--- src/rtl/eth_link_failover.sv ---
// Dual-PHY link failover controller: synchronises and debounces both link inputs,
// then selects a port through a guarded switchover FSM with optional manual override.
module eth_link_failover #(
  parameter int DEB_CYCLES  = 16,
  parameter int HOLD_CYCLES = 64,
  parameter int BLINK_DIV   = 8,
  parameter bit REVERT      = 1'b1
) (
  input  logic       clk,
  input  logic       rst,
  input  logic       link1,
  input  logic       link2,
  input  logic       force_en,
  input  logic       force_sel,
  output logic       sel,
  output logic       mux_en,
  output logic       led_act,
  output logic [7:0] switch_cnt
);

  localparam int DEB_W   = $clog2(DEB_CYCLES + 1);
  localparam int HOLD_W  = $clog2(HOLD_CYCLES + 1);
  localparam int BLINK_W = $clog2(BLINK_DIV + 1);

  typedef enum logic [1:0] {
    NOLINK  = 2'd0,
    ACTIVE1 = 2'd1,
    ACTIVE2 = 2'd2,
    GUARD   = 2'd3
  } state_t;

  state_t state, state_n;
  logic   target, target_n;
  logic   enter_guard;

  logic [1:0]        link_p0, link_p1;
  logic [1:0]        deb;
  logic [DEB_W-1:0]  deb_cnt [2];
  logic [HOLD_W-1:0] guard_cnt;
  logic [BLINK_W-1:0] blink_cnt;
  logic              led_blink;
  logic              deb1, deb2, guard_done;

  function automatic logic [7:0] sat_inc(input logic [7:0] v);
    return (v == 8'hFF) ? v : v + 8'd1;
  endfunction

  // Stage p0/p1: two-flop synchronisers for the raw link inputs
  always_ff @(posedge clk or posedge rst) begin
    if (rst) begin
      link_p0 <= '0;
      link_p1 <= '0;
    end else begin
      link_p0 <= {link2, link1};
      link_p1 <= link_p0;
    end
  end

  // Debounce: a new level is accepted only after DEB_CYCLES unbroken cycles of disagreement
  always_ff @(posedge clk or posedge rst) begin
    if (rst) begin
      deb        <= '0;
      deb_cnt[0] <= '0;
      deb_cnt[1] <= '0;
    end else begin
      for (int i = 0; i < 2; i++) begin
        if (link_p1[i] != deb[i]) begin
          if (deb_cnt[i] == DEB_W'(DEB_CYCLES - 1)) begin
            deb[i]     <= link_p1[i];
            deb_cnt[i] <= '0;
          end else begin
            deb_cnt[i] <= deb_cnt[i] + 1'b1;
          end
        end else begin
          deb_cnt[i] <= '0;
        end
      end
    end
  end

  assign deb1       = deb[0];
  assign deb2       = deb[1];
  assign guard_done = (guard_cnt == HOLD_W'(HOLD_CYCLES - 1));

  always_comb begin
    state_n     = state;
    target_n    = target;
    enter_guard = 1'b0;
    unique case (state)
      NOLINK: begin
        if (force_en) begin
          enter_guard = 1'b1;
          target_n    = force_sel;
        end else if (deb1) begin
          enter_guard = 1'b1;
          target_n    = 1'b1;
        end else if (deb2) begin
          enter_guard = 1'b1;
          target_n    = 1'b0;
        end
      end
      ACTIVE1: begin
        if (force_en) begin
          if (!force_sel) begin
            enter_guard = 1'b1;
            target_n    = 1'b0;
          end
        end else if (!deb1 && deb2) begin
          enter_guard = 1'b1;
          target_n    = 1'b0;
        end else if (!deb1 && !deb2) begin
          state_n = NOLINK;
        end
      end
      ACTIVE2: begin
        if (force_en) begin
          if (force_sel) begin
            enter_guard = 1'b1;
            target_n    = 1'b1;
          end
        end else if (!deb1 && !deb2) begin
          state_n = NOLINK;
        end else if (deb1 && (REVERT || !deb2)) begin
          enter_guard = 1'b1;
          target_n    = 1'b1;
        end
      end
      GUARD: begin
        // Link activity is ignored until expiry; only a forced retarget restarts the guard
        if (force_en && (force_sel != target)) begin
          enter_guard = 1'b1;
          target_n    = force_sel;
        end else if (guard_done) begin
          if (force_en || (target ? deb1 : deb2)) begin
            state_n = target ? ACTIVE1 : ACTIVE2;
          end else if (target ? deb2 : deb1) begin
            enter_guard = 1'b1;
            target_n    = !target;
          end else begin
            state_n = NOLINK;
          end
        end
      end
      default: state_n = NOLINK;
    endcase
    if (enter_guard) begin
      state_n = GUARD;
    end
  end

  // Stage state: FSM, guard timer, switch counter and blink generator
  always_ff @(posedge clk or posedge rst) begin
    if (rst) begin
      state      <= NOLINK;
      target     <= 1'b1;
      guard_cnt  <= '0;
      switch_cnt <= '0;
      blink_cnt  <= '0;
      led_blink  <= 1'b0;
    end else begin
      state  <= state_n;
      target <= target_n;
      if (enter_guard) begin
        guard_cnt  <= '0;
        switch_cnt <= sat_inc(switch_cnt);
      end else if (state == GUARD) begin
        guard_cnt <= guard_cnt + 1'b1;
      end else begin
        guard_cnt <= '0;
      end
      if (state_n == ACTIVE2 && state != ACTIVE2) begin
        blink_cnt <= '0;
        led_blink <= 1'b1;
      end else if (state == ACTIVE2) begin
        if (blink_cnt == BLINK_W'(BLINK_DIV - 1)) begin
          blink_cnt <= '0;
          led_blink <= !led_blink;
        end else begin
          blink_cnt <= blink_cnt + 1'b1;
        end
      end else begin
        blink_cnt <= '0;
        led_blink <= 1'b0;
      end
    end
  end

  // Outputs decoded straight from registered state
  always_comb begin
    sel     = 1'b1;
    mux_en  = 1'b0;
    led_act = 1'b0;
    unique case (state)
      NOLINK:  sel = 1'b1;
      ACTIVE1: begin
        sel     = 1'b1;
        mux_en  = 1'b1;
        led_act = 1'b1;
      end
      ACTIVE2: begin
        sel     = 1'b0;
        mux_en  = 1'b1;
        led_act = led_blink;
      end
      GUARD:   sel = target;
      default: sel = 1'b1;
    endcase
  end

endmodule

--- config.mk ---
export PLATFORM = sky130hd
export DESIGN_NAME = eth_link_failover
export DESIGN_NICKNAME = d
export VERILOG_FILES = /design/src/rtl/eth_link_failover.sv
export SDC_FILE = /design/constraint.sdc
export NUM_CORES = 1
export LEC_CHECK = 0
export ABC_AREA = 0
export CAP_MARGIN = 20
export CORE_MARGIN = 8
export CORE_UTILIZATION = 60
export CTS_BUF_LIST = sky130_fd_sc_hd__clkbuf_4
export CTS_CLUSTER_DIAMETER = 120
export DETAILED_ROUTE_END_ITERATION = 8
export PLACE_DENSITY = 0.94
export SYNTH_ARGS = -nofsm -noshare
export SYNTH_HDL_FRONTEND = slang
export SYNTH_SLANG_ARGS = --single-unit
--- constraint.sdc ---
create_clock -name clk -period 2.7 [get_ports clk]
set_input_delay 0.54 -clock clk [delete_from_list [all_inputs] [get_ports clk]]
set_output_delay 0.54 -clock clk [all_outputs]
set_load 0.005 [all_outputs]
==> impl_summary.md <==
Place
In this run the cell area measured after placement is around 0.0022 mm². The detailed placement HPWL is between 2 and 2.5 mm. The number of buffer cells added on primary ports is 16. The worst setup timing slack at the placement stage is 0.1955 ns. At the end of routability-driven placement, the weighted congestion stood at around 0.87. Once placement completed, the tool counted placed cells totaling 254.

Detailed routing
The detail route stage leaves a number of antenna-violating nets equal to 0. Before antenna repair, the detailed router went through 4 iterations. Detailed routing inserted a total of ~1400 vias.

The detailed-route DRC error count is 0. The wire length after detailed routing is ~3.5 mm. In this run, the number of DRC markers left after iteration 0 of detailed routing was 69. The routed length per instance is around 13 µm. The per-cell via count in the routed design is ~5.5.

Critical path
The number of stages on the worst setup path is 4. The worst setup path is captured at an output port. For this run, the slowest stage of the critical path takes around 0.54 ns.

The largest individual stage delay along the critical path comes from the cell sky130_fd_sc_hd__clkdlybuf4s50_1. STA classifies the critical path startpoint as a flop. The required time of the critical path is ~2.2 ns. The largest delay contributor family on the critical path is buffers and inverters. Walking the worst path, the cells encountered are ha_2, inv_1, a21boi_0, clkdlybuf4s50_1. The largest fanout on the critical path is 10.

Counting cells, the worst reg-to-reg path comes to 8. The worst path buffer plus inverter count is 2. The worst setup path is of the reg -> out kind. For the worst setup path, the data arrival time is between 1.5 and 2 ns.

STA
On the final layout, the worst hold slack is ~0.36 ns. The maximum clock frequency is between 300 and 400 MHz. Setup violations remaining at the end of the flow were counted as 0.

The final critical path time including I/O delays and setup is around 2.5 ns. Clock skew on the completed layout was measured at 0.004468 ns. The worst setup slack after layout is just under 0.2 ns. At the pin with the least slew margin, the transition time is between 0.4 and 0.5 ns.

The final sum of negative setup slack is 0 ns. The final critical-path share of the clock period is 92.76%. The worst slew margin relative to its limit is between 60% and 70%. Setup repair after global routing left no endpoint under its margin. The final hold violation count is 0.

The number of max-slew violations in the final report is 0.

Synth
The post-synthesis instance area is between 0.002 and 0.0025 mm². The number of nets handed over by synthesis was about 210. The average size of a mapped cell is between 10 and 15 µm². By count the netlist is led by 38 x sky130_fd_sc_hd__dfrtp_1, 26 x sky130_fd_sc_hd__nor2_1, 17 x sky130_fd_sc_hd__xor2_1. The cell with the most instances after synthesis is sky130_fd_sc_hd__dfrtp_1. The fraction of post-synthesis cell area in the top cell type by area is a little under half. The count of warnings emitted by yosys is 0.

In the post-synthesis netlist, the biggest area contributors are sky130_fd_sc_hd__dfrtp_1 47%, sky130_fd_sc_hd__xor2_1 7.3%, sky130_fd_sc_hd__ha_1 6.1%, sky130_fd_sc_hd__nor2_1 4.8%, sky130_fd_sc_hd__buf_6 2.2%. After synthesis the netlist holds a flip-flop and latch count of 39. The share of synthesized flip-flops with an asynchronous set or reset is 100.0%.

Counting distinct cell types in the post-synthesis netlist gives 47. The top flip-flop cell by instance count after synthesis is sky130_fd_sc_hd__dfrtp_1. The cell taking the most area after synthesis is sky130_fd_sc_hd__dfrtp_1. Yosys mapped a number of flops with a built-in enable equal to 0.

Sequential elements use a little under half of the synthesized area. The number of instances in the synthesized netlist is slightly below 200.

Clock network
After clock tree synthesis, the clock-pin slew on the worst setup and hold paths is ~0.10 ns. The longest clock path from root to sink contains 2 buffers. The number of setup buffers added after CTS is 0. Clock tree synthesis found a total of 39 sinks.

The cell sitting at the root of the clock tree is a sky130_fd_sc_hd__clkbuf_4. The number of gates resized after CTS was 1. The number of buffers added by the clock tree synthesis step is 5.

The clock reaches the later pin of the worst-skew pair after between 0.3 and 0.4 ns. The CTS tree is done. The number of hold buffers added after CTS is 0. The H-tree was split into 2 levels.

GRT
The global-route track usage on met1 is ~18%. Entering global routing, the biggest net connects 40 pins. The initial antenna violation count was 0. The remaining global-route overflow is 0. The via count of the first global-routing pass is ~1400.

For met3 alone, demand over resource in global routing was under 10%. For this run, the total global-route usage over all layers was measured as between 10 and 15%. The wire length of the first global-routing pass is between 6 and 7 mm. The met2 track demand over resource in global routing is 21.48%. The global routing stage identified its most utilized layer as met2.

Hold path
The classification of the worst-slack hold path is reg -> reg. The hold-critical path depth is 0.

Final layout
The filler-free cell count of the finished design is around 260. The post-route netlist has between 10% and 20% of its cells at a drive strength greater than 1. The number of inserted diodes is 0. The synthesis-to-layout area growth is 12.07%. At the end of the flow, the number of nets in the layout was around 230.

The finished cells cover 0.002288 mm².

Die
The die boundary width is between 70 and 80 µm. The initial utilization of the core area, before any placement, comes to roughly three fifths. Pin placement for this block handled 17 I/O pins. After floorplanning, the core was divided into 21 placement rows. The die covers 0.005526 mm². The core region is approximately 0.0033 mm². Measured along the y axis, the die boundary spans around 74 µm.

Run status
The flow ran to the end, and the final reports show no timing, DRC or antenna violations.

Power
The static leakage is between 1 and 1.5 nW. The internal portion of the total power is 1.297 mW. Power spread over the standard cell area amounts to ~890 mW/mm². The maximum vdd drop is approximately 0.58 mV.

The combinational fraction of design power is about 44%. The share of power burned in registers is roughly 42%. The part of the total power dissipated in the clock network is approximately 14%.

The power spent charging and discharging nets is about 750 µW. Net switching is around 36% of the power.

Flow run
The max capacitance violation total is 0.
## stage by stage
stage                     util (%)  power [mW]
after global routing         69.12       2.194
after floorplan                  -       1.420
after detailed placement     67.08       1.739
final                        69.12       2.042
after global placement       67.08       1.720
after CTS                    68.75       2.036
## worst reg2reg max path, delay by kind of cell (launching register included)
family                     cells  cell delay (ns)
DFF                            1             0.46
buffers and inverters          1             0.11
and+or+nand+nor                2             0.43
muxes                          2             0.47
adders and majority gates      1             0.26
AOI/OAI and AO/OA              2             0.33
## state kept, by name, summed over array words and instances, names as in the netlist
signal	cells
deb_cnt	10
target	1
switch_cnt	8
led_blink	1
link_p1	2
deb	2
state	2
guard_cnt	7
blink_cnt	4
link_p0	2
## power groups by stage
| stage | combinational, mW | sequential, mW | clock (mW) |
|---|---|---|---|
| after global placement | 0.858 | 0.863 | 0 |
| after detailed placement | 0.872 | 0.867 | 0 |
| after global routing | 0.993 | 0.881 | 0.319 |
| final | 0.897 | 0.861 | 0.284 |
| after CTS | 0.885 | 0.856 | 0.296 |
| after floorplan | 0.594 | 0.826 | 0 |
## layer usage
layer	up-vias	part of all wire [%]
li1	716	-
met1	679	48
met2	32	46
met3	10	3.2
met4	0	2.7
met5	-	0
## kinds of logic after synthesis
kind of cell               count (synthesis)  share of synthesized area (%)
and+or+nand+nor                           81                          20.83
DFF                                       39                          47.86
AOI/OAI and AO/OA                         29                          10.05
xor gates and xnor gates                  20                          8.579
buffers and inverters                     12                          3.737
adders and majority gates                 10                          6.127
muxes                                      5                          2.818
## final cells by class
cell class	count	area, µm²
Timing Repair Buffer	18	175.2
Inverter	6	22.52
Sequential cell	39	977.2
Clock buffer	6	45.04
Fill cell	253	1022
Multi-Input combinational cell	145	1003
Tap cell	46	57.56
Clock inverter	2	7.507
## path summary, 6_finish.rpt
kind / startpoint / endpoint / slack, ns
setup / recovery: state[1] / sel / 0.20
hold / removal: link_p0[1] / link_p1[1] / 0.36
setup reg to reg: state[1] / switch_cnt[1] / 0.54
hold reg to reg: link_p0[1] / link_p1[1] / 0.36
max in group asynchronous: rst / target / 1.74
min in group asynchronous: rst / deb_cnt[4] / 0.60
## layout by cell type, fill, tap and decap left out, drive strengths merged, types with 5 or more instances in the layout
cell type      instances
dfrtp                 38
nor2                  27
xor2                  17
clkdlybuf4s50         16
nand2                 11
ha                    10
a21oi                  9
nand3                  8
and2                   7
and3                   6
inv                    6
clkbuf                 6
nor3                   6
o21ai                  6
nor2b                  5
(Power assumes the default switching activity.)
